<file path="config.mk">
export PLATFORM = sky130hd
export DESIGN_NAME = cdb_complete_queue
export DESIGN_NICKNAME = d
export VERILOG_FILES = /design/src/rtl/cdb_complete_queue.sv
export SDC_FILE = /design/constraint.sdc
export NUM_CORES = 1
export LEC_CHECK = 0
export BUFFER_PORTS_ARGS = -buffer_cell sky130_fd_sc_hd__buf_2
export CAP_MARGIN = 30
export CORE_ASPECT_RATIO = 1.1
export CORE_UTILIZATION = 38
export DETAILED_ROUTE_END_ITERATION = 10
export SLEW_MARGIN = 25
export SYNTH_ARGS = -nofsm -noshare
export SYNTH_HDL_FRONTEND = slang
export SYNTH_SLANG_ARGS = --single-unit
</file>
<file path="constraint.sdc">
create_clock -name clock -period 11 [get_ports clock]
set_clock_uncertainty 0.1 [all_clocks]
set_input_delay 0.55 -clock clock [delete_from_list [all_inputs] [get_ports clock]]
set_output_delay 0.55 -clock clock [all_outputs]
set_load 0.1 [all_outputs]
</file>
<file path="src/rtl/cdb_complete_queue.sv">
// Completion queue feeding the ROB complete packet. Optional same-cycle bypass
// of an empty queue is enabled by defining CDB_BYPASS_EN.
module cdb_complete_queue #(
    parameter int NUM_FU  = 4,
    parameter int DEPTH   = 8,
    parameter int NUM_ROB = 32,
    parameter int NUM_PR  = 64
) (
    input  logic                               clock,
    input  logic                               reset,
    input  logic [NUM_FU-1:0]                  fu_done,
    input  logic [NUM_FU*$clog2(NUM_ROB)-1:0]  fu_ROB_idx,
    input  logic [NUM_FU*$clog2(NUM_PR)-1:0]   fu_T_idx,
    output logic [NUM_FU-1:0]                  fu_ready,
    input  logic [$clog2(NUM_ROB)-1:0]         ROB_head_idx,
    input  logic                               rollback_en,
    input  logic [$clog2(NUM_ROB)-1:0]         ROB_rollback_idx,
    output logic                               complete_en,
    output logic [$clog2(NUM_ROB)-1:0]         complete_ROB_idx,
    output logic [$clog2(NUM_PR)-1:0]          complete_T_idx
);
    localparam int RW = $clog2(NUM_ROB);
    localparam int TW = $clog2(NUM_PR);
    localparam int PW = $clog2(DEPTH);
    localparam int CW = $clog2(DEPTH + 1);

    logic [DEPTH-1:0] slot_v;
    logic [RW-1:0]    slot_rob [DEPTH];
    logic [TW-1:0]    slot_t   [DEPTH];
    logic [PW-1:0]    head, tail;
    logic [CW-1:0]    count;

    logic [NUM_FU-1:0] acc, enq;
    logic [PW-1:0]     wr_slot [NUM_FU];
    logic [CW-1:0]     push_cnt;
    logic              pop;
    logic [RW-1:0]     rb_age;

    // Squash test: younger than the branch in ROB order relative to the head.
    function automatic logic is_young(input logic [RW-1:0] idx);
        logic [RW-1:0] age;
        age = idx - ROB_head_idx;
        return rollback_en && (age > rb_age);
    endfunction

    always_comb begin
        for (int unsigned i = 0; i < NUM_FU; i++)
            fu_ready[i] = (CW'(DEPTH) - count) > CW'(i);
    end

`ifdef CDB_BYPASS_EN
    logic          byp_en;
    logic [RW-1:0] byp_rob;
    logic [TW-1:0] byp_t;
    logic          byp_seen;
`endif

    always_comb begin
        rb_age = ROB_rollback_idx - ROB_head_idx;
        acc    = fu_done & fu_ready;
        enq    = acc;
        pop    = (count != '0);
`ifdef CDB_BYPASS_EN
        byp_en   = 1'b0;
        byp_rob  = '0;
        byp_t    = '0;
        byp_seen = 1'b0;
        // Only the first accepted report may bypass; a squashed one enqueues as a bubble.
        if (count == '0) begin
            for (int unsigned i = 0; i < NUM_FU; i++) begin
                if (acc[i] && !byp_seen) begin
                    byp_seen = 1'b1;
                    if (!is_young(fu_ROB_idx[i*RW +: RW])) begin
                        byp_en  = 1'b1;
                        byp_rob = fu_ROB_idx[i*RW +: RW];
                        byp_t   = fu_T_idx[i*TW +: TW];
                        enq[i]  = 1'b0;
                    end
                end
            end
        end
`endif
        push_cnt = '0;
        for (int unsigned i = 0; i < NUM_FU; i++) begin
            wr_slot[i] = tail + push_cnt[PW-1:0];
            if (enq[i])
                push_cnt = push_cnt + CW'(1);
        end
    end

    always_ff @(posedge clock or negedge reset) begin
        if (!reset) begin
            slot_v           <= '0;
            head             <= '0;
            tail             <= '0;
            count            <= '0;
            complete_en      <= 1'b0;
            complete_ROB_idx <= '0;
            complete_T_idx   <= '0;
        end else begin
            for (int unsigned j = 0; j < DEPTH; j++)
                if (is_young(slot_rob[j]))
                    slot_v[j] <= 1'b0;
            // Written slots are always free, so they never collide with the squash above.
            for (int unsigned i = 0; i < NUM_FU; i++) begin
                if (enq[i]) begin
                    slot_v[wr_slot[i]]   <= !is_young(fu_ROB_idx[i*RW +: RW]);
                    slot_rob[wr_slot[i]] <= fu_ROB_idx[i*RW +: RW];
                    slot_t[wr_slot[i]]   <= fu_T_idx[i*TW +: TW];
                end
            end
            if (pop) begin
                if (slot_v[head] && !is_young(slot_rob[head])) begin
                    complete_en      <= 1'b1;
                    complete_ROB_idx <= slot_rob[head];
                    complete_T_idx   <= slot_t[head];
                end else begin
                    complete_en <= 1'b0;
                end
            end
`ifdef CDB_BYPASS_EN
            else if (byp_en) begin
                complete_en      <= 1'b1;
                complete_ROB_idx <= byp_rob;
                complete_T_idx   <= byp_t;
            end
`endif
            else begin
                complete_en <= 1'b0;
            end
            head  <= head + PW'(pop);
            tail  <= tail + push_cnt[PW-1:0];
            count <= count + push_cnt - CW'(pop);
        end
    end
endmodule

</file>
### After elaboration in Yosys (flattened, before gate mapping)

Memories as Yosys holds them, arrays and structs flattened. A register that Yosys moved wholly into a read port is not among the register bits.
Cells that the tools add are included.

* output and inout port bits: 16
* word-level logic and storage cells: 130
* memories kept: 2
* input port bits: 61
* memory bits (writable): 88
* flip-flop bits (word level): 24

Memories
* slot_t: depth 8, bits a word 6, read ports 1, clocked after memory_dff 1, wr ports 4, line 29 `logic [TW-1:0] slot_t [DEPTH];`
* slot_rob: depth 8, bits a word 5, read ports 9, clocked after memory_dff 0, wr ports 4, line 28 `logic [RW-1:0] slot_rob [DEPTH];`

* multiplexer cells: 40
* reduce and logical (&&, ||, !) cells: 30
* bitwise gates (word level): 1
* $lt $le $gt $ge: 26
* $add $sub $neg: 25

Operator list (count)
* subtractor 5 bit: 14
* > comparator 5 bit: 13
* bitwise mux 8 bit: 4
* 2-to-1 mux 8 bit: 4
* 2-to-1 mux 1 bit: 24
* logical AND 1 bit: 22
* less-than comparator 3 x 4 -> 1 bit, second input constant: 5
* adder 3 bit: 4
* adder 4 x 1 -> 4 bit, second input constant: 3
* demux 1 bit (select 3 bit): 4
* greater-or-equal comparator 3 x 1 -> 1 bit, second input constant: 4
* 2-to-1 mux 4 bit: 3
* > comparator 4 x 1 -> 1 bit, second input constant: 2
* > comparator 4 x 2 -> 1 bit, second input constant: 2
* zero test 1 bit: 6
* adder 4 bit: 1
* bitwise AND 4 bit: 1
* nonzero test 4 bit: 1
* subtractor 4 x 1 -> 4 bit: 1
* subtractor 4 bit, first input constant: 1
* adder 3 x 1 -> 3 bit: 1
* binary-select mux 1 bit (select 3 bit): 1
* AND reduction 2 bit: 1

### Depth between registers and ports, before layout

* depth in word-level cells: 15
* mapped depth: 18
* gate-level depth less buffers: 18

### Worst setup path before layout

Ideal clock, no wire load.

* path kind: reg2reg
* from: register count[0]
* to: memory slot_rob[4][0] in the netlist's numbering, enable pin
* arrival time: 4310 ps
* cell stages (with the launch flop): 18
* path buffers: 1
* slack: 6189 ps
* cell sequence: dfrtp_1 inv_1 ha_1 nor2b_1 nand3_1 o21a_2 and2_1 ha_1 xor2_1 inv_1 ha_1 fa_1 xnor2_1 xor2_2 nor2_4 nand2_1 buf_4 o21ai_0

RTL lines
* from (decl): line 31 `logic [CW-1:0] count;`
* from (signal assigned): line 133 `count <= count + push_cnt - CW'(pop);`
* to (decl): line 28

==> results.md <==
- CP most frequent cell: ha_1
- Wire per inst: 22.8 um
- Reg-to-Reg Start: count[0]
- Worst setup path start: count[0]
- Row count: between 60 and 70
- Largest net degree at the start of global routing: 45
- Post-synth top area share: 0.213
- DR iter-0 viols: 879
- Critical Path Fanout Max: 12
- Crit Path Class: reg2reg
- DR vias: 10100
- Max Cap Viol: 0
- Minimum clock period: 5.47 ns
- Num Clock Sinks: 118
- Syn Area/Cell: roughly 9.7 um2
- Crit. End Element: flop
- Critical Path Max Stage Delay: 0.70 ns
- Synth area leaders: edfxtp_1 (21%), ha_1 (12%), mux2i_1 (7.2%), dfrtp_1 (6.1%), mux2_1 (5.3%)
- DRT Pass-1 Iters: 5
- Flop-to-flop setup slack: around 5.5 ns
- RSZ-0062 raised after global routing: no
- F_max: 0.183 GHz
- Setup repair bufs after CTS: 0
- Post-route setup TNS: 0 ns
- Worst-case clock buffer depth: 2
- Cell taking the most area after synthesis: edfxtp_1
- Crit path launch type: flop
- Starting Density: 0.390
- Routability cong.: 0.958
- Max IR drop VDD: 0.000179 V
- Initial antenna violation count: 0
- Ports: 77
- Die width: between 150 and 200 um
- Clock slew at reported path FFs: 0.07 ns
- CTS buffer count: 17
- Nets@finish: 1505
- Final core area utilization: 0.431
- Worst r2r dst: slot_rob[6][0]
- Fraction of registers with async set/reset: 0.254
- Final count of negative-setup-slack endpoints: 0
- Leakage power: 5.42 nW
- Root buf cell: clkbuf_16
- Max H-tree Level: 4
- Post-synthesis cell type count: 89
- Worst slew margin: 0.367
- Post-Route WL: 39700 um
- Mapped Nets: between 1000 and 1500
- Period utilization: 0.497
- Die ar.: 33300 um2
- Worst-path cell chain: inv_1 -> ha_1 -> nor2b_1 -> nand3_1 -> o21a_2 -> and2_1 -> ha_1 -> xor2_1 -> inv_1 -> ha_1 -> fa_1 -> nor3b_1 -> nand2_1 -> nand2_1
- Post-synth EDFFs: 88
- Pwr Density: about 310 nW/um2
- Sequential fraction of the synthesis area: 0.274
- Most common cell after layout, fill and taps aside: ha_1
- Worst Path Arrival: roughly 5.4 ns
- Top_reg_cell synth: edfxtp_1
- CTS tree: yes
- R2R cell count: 14
- Cell area after synthesis: 12400 um2
- Core ar.: 31700 um2
- Fill count: 3058
- Most frequent cells in the layout: ha_1 (118), nand2_1 (92), nor2_1 (92), a21oi_1 (90), mux2i_1 (89)
- DR DRC count: 0
- Layout cells sized above 1: 0.166
- CP required: 10.96 ns
- Area added between synthesis and finish: 10.6%
- Grt ovf: 0
- Worst hold path type: in2async
- ANT nets after route: 0
- Buffers added on ports: 76
- Hold Buf Count CTS: 0
- CTS resizes: 0
- Vias in the first global route: 9947
- Worst-skew pair later-pin latency: between 0.4 and 0.5 ns
- Global-route wire length before repair: between 60000 and 70000 um
- Slew Viols, Final: 0
- Cell count after synthesis: 1277
- Final Total Pwr: 0.00429 W
- Vias per cell: 5.78
- Final hold slack: 0.0838 ns
- Status: finished, final reports clean
- Slew @ Worst Pin: 0.948 ns
- Slowest stage cell on the critical path: nor3b_1
- Total GRT Usage: 0.245
- Count of state elements after synthesis: 118
- Die height: ~190 um
- Antenna cells: 0
- Hpwl dp: 29700 um
- Fin. Hold Viols: 0
- Synth warn: 0
[how the worst max path moves through the flow]
stage	slack [ns]	cells past startpoint	to
floorplan	6.19	17	slot_rob[4][0]
global placement	5.69	14	slot_t[2][4]
detailed placement	5.49	14	slot_t[2][5]
CTS	5.47	14	slot_t[2][3]
global route	5.12	14	slot_rob[6][0]
finish	5.53	14	slot_rob[6][0]
[final cells by class]
class,instances,area (um2),share of cell area
Multi-Input combinational cell,1011,8390,0.613
Sequential cell,118,3390,0.248
Timing Repair Buffer,99,548,0.0400
Tap cell,420,526,0.0384
Clock buffer,17,425,0.0311
Inverter,61,229,0.0167
Clock inverter,15,183,0.0133
[layer usage]
metal  vias to the layer above  global-route usage  part of all wire
met5                         -                   0                 0
met4                         0              0.0945             0.033
met3                        73              0.0294             0.054
met2                       368               0.426              0.49
met1                      4898               0.308              0.42
li1                       4726                   -                 -
[Yosys cell counts, drive strengths merged, types with 3 or more instances]
cell,n
a211oi,4
a21o,34
a21oi,92
a221o,3
a22oi,8
a2bb2oi,3
a31oi,10
a32oi,3
and2,3
and3,7
and3b,3
and4,3
buf,38
clkbuf,49
dfrtp,30
edfxtp,88
fa,18
ha,118
inv,61
maj3,6
mux2,92
mux2i,89
mux4,24
nand2,92
nand2b,15
nand3,17
nand3b,3
nand4,9
nor2,95
nor2b,12
nor3,11
nor3b,5
o2111ai,4
o211ai,18
o21a,5
o21ai,81
or2,4
or3,5
xnor2,48
xor2,37
[worst max-delay path, delay by kind of cell (launching register included)]
kind            cells  cell delay (ns)
simple gates        6             2.63
compound gates      1             0.21
fa+ha+maj           4             1.26
xor+xnor            1             0.25
buf+inv             2             0.21
flops               1             0.44
[flip-flops by register name, indices dropped and copies added (netlist names)]
signal / count
slot_t: 48
tail: 3
slot_v: 8
complete_T_idx: 6
slot_rob: 40
complete_ROB_idx: 5
head: 3
complete_en: 1
count: 4
[metrics by stage]
step | cell area [um2] | setup slack (ns) | std cells
floorplan | 12400 | 6.19 | 1277
global placement | 13100 | 5.69 | 1706
detailed placement | 13100 | 5.49 | 1708
CTS | 13700 | 5.47 | 1740
global route | 13700 | 5.12 | 1741
finish | 13700 | 5.53 | 1741
[report_power, final]
| part | switching (W) | total, W | internal [W] |
|---|---|---|---|
| clock | 0.000252 | 0.000597 | 0.000345 |
| sequential | 0.000198 | 0.000966 | 0.000768 |
| combinational | 0.00161 | 0.00273 | 0.00112 |
| total | 0.00206 | 0.00429 | 0.00224 |
[cells by family (layout without fill, tap and decap cells)]
family                     count (synthesis)  count (layout)  share of synthesized area
muxes                                    205             205                      0.201
buffers and inverters                    148             192                     0.0495
AOI/OAI and AO/OA                        288             288                      0.147
and+or+nand+nor                          290             290                      0.112
xor gates and xnor gates                  86              86                     0.0638
DFF                                      118             118                      0.274
adders and majority gates                142             142                      0.153
No activity file was read; power rests on OpenSTA's default activity.
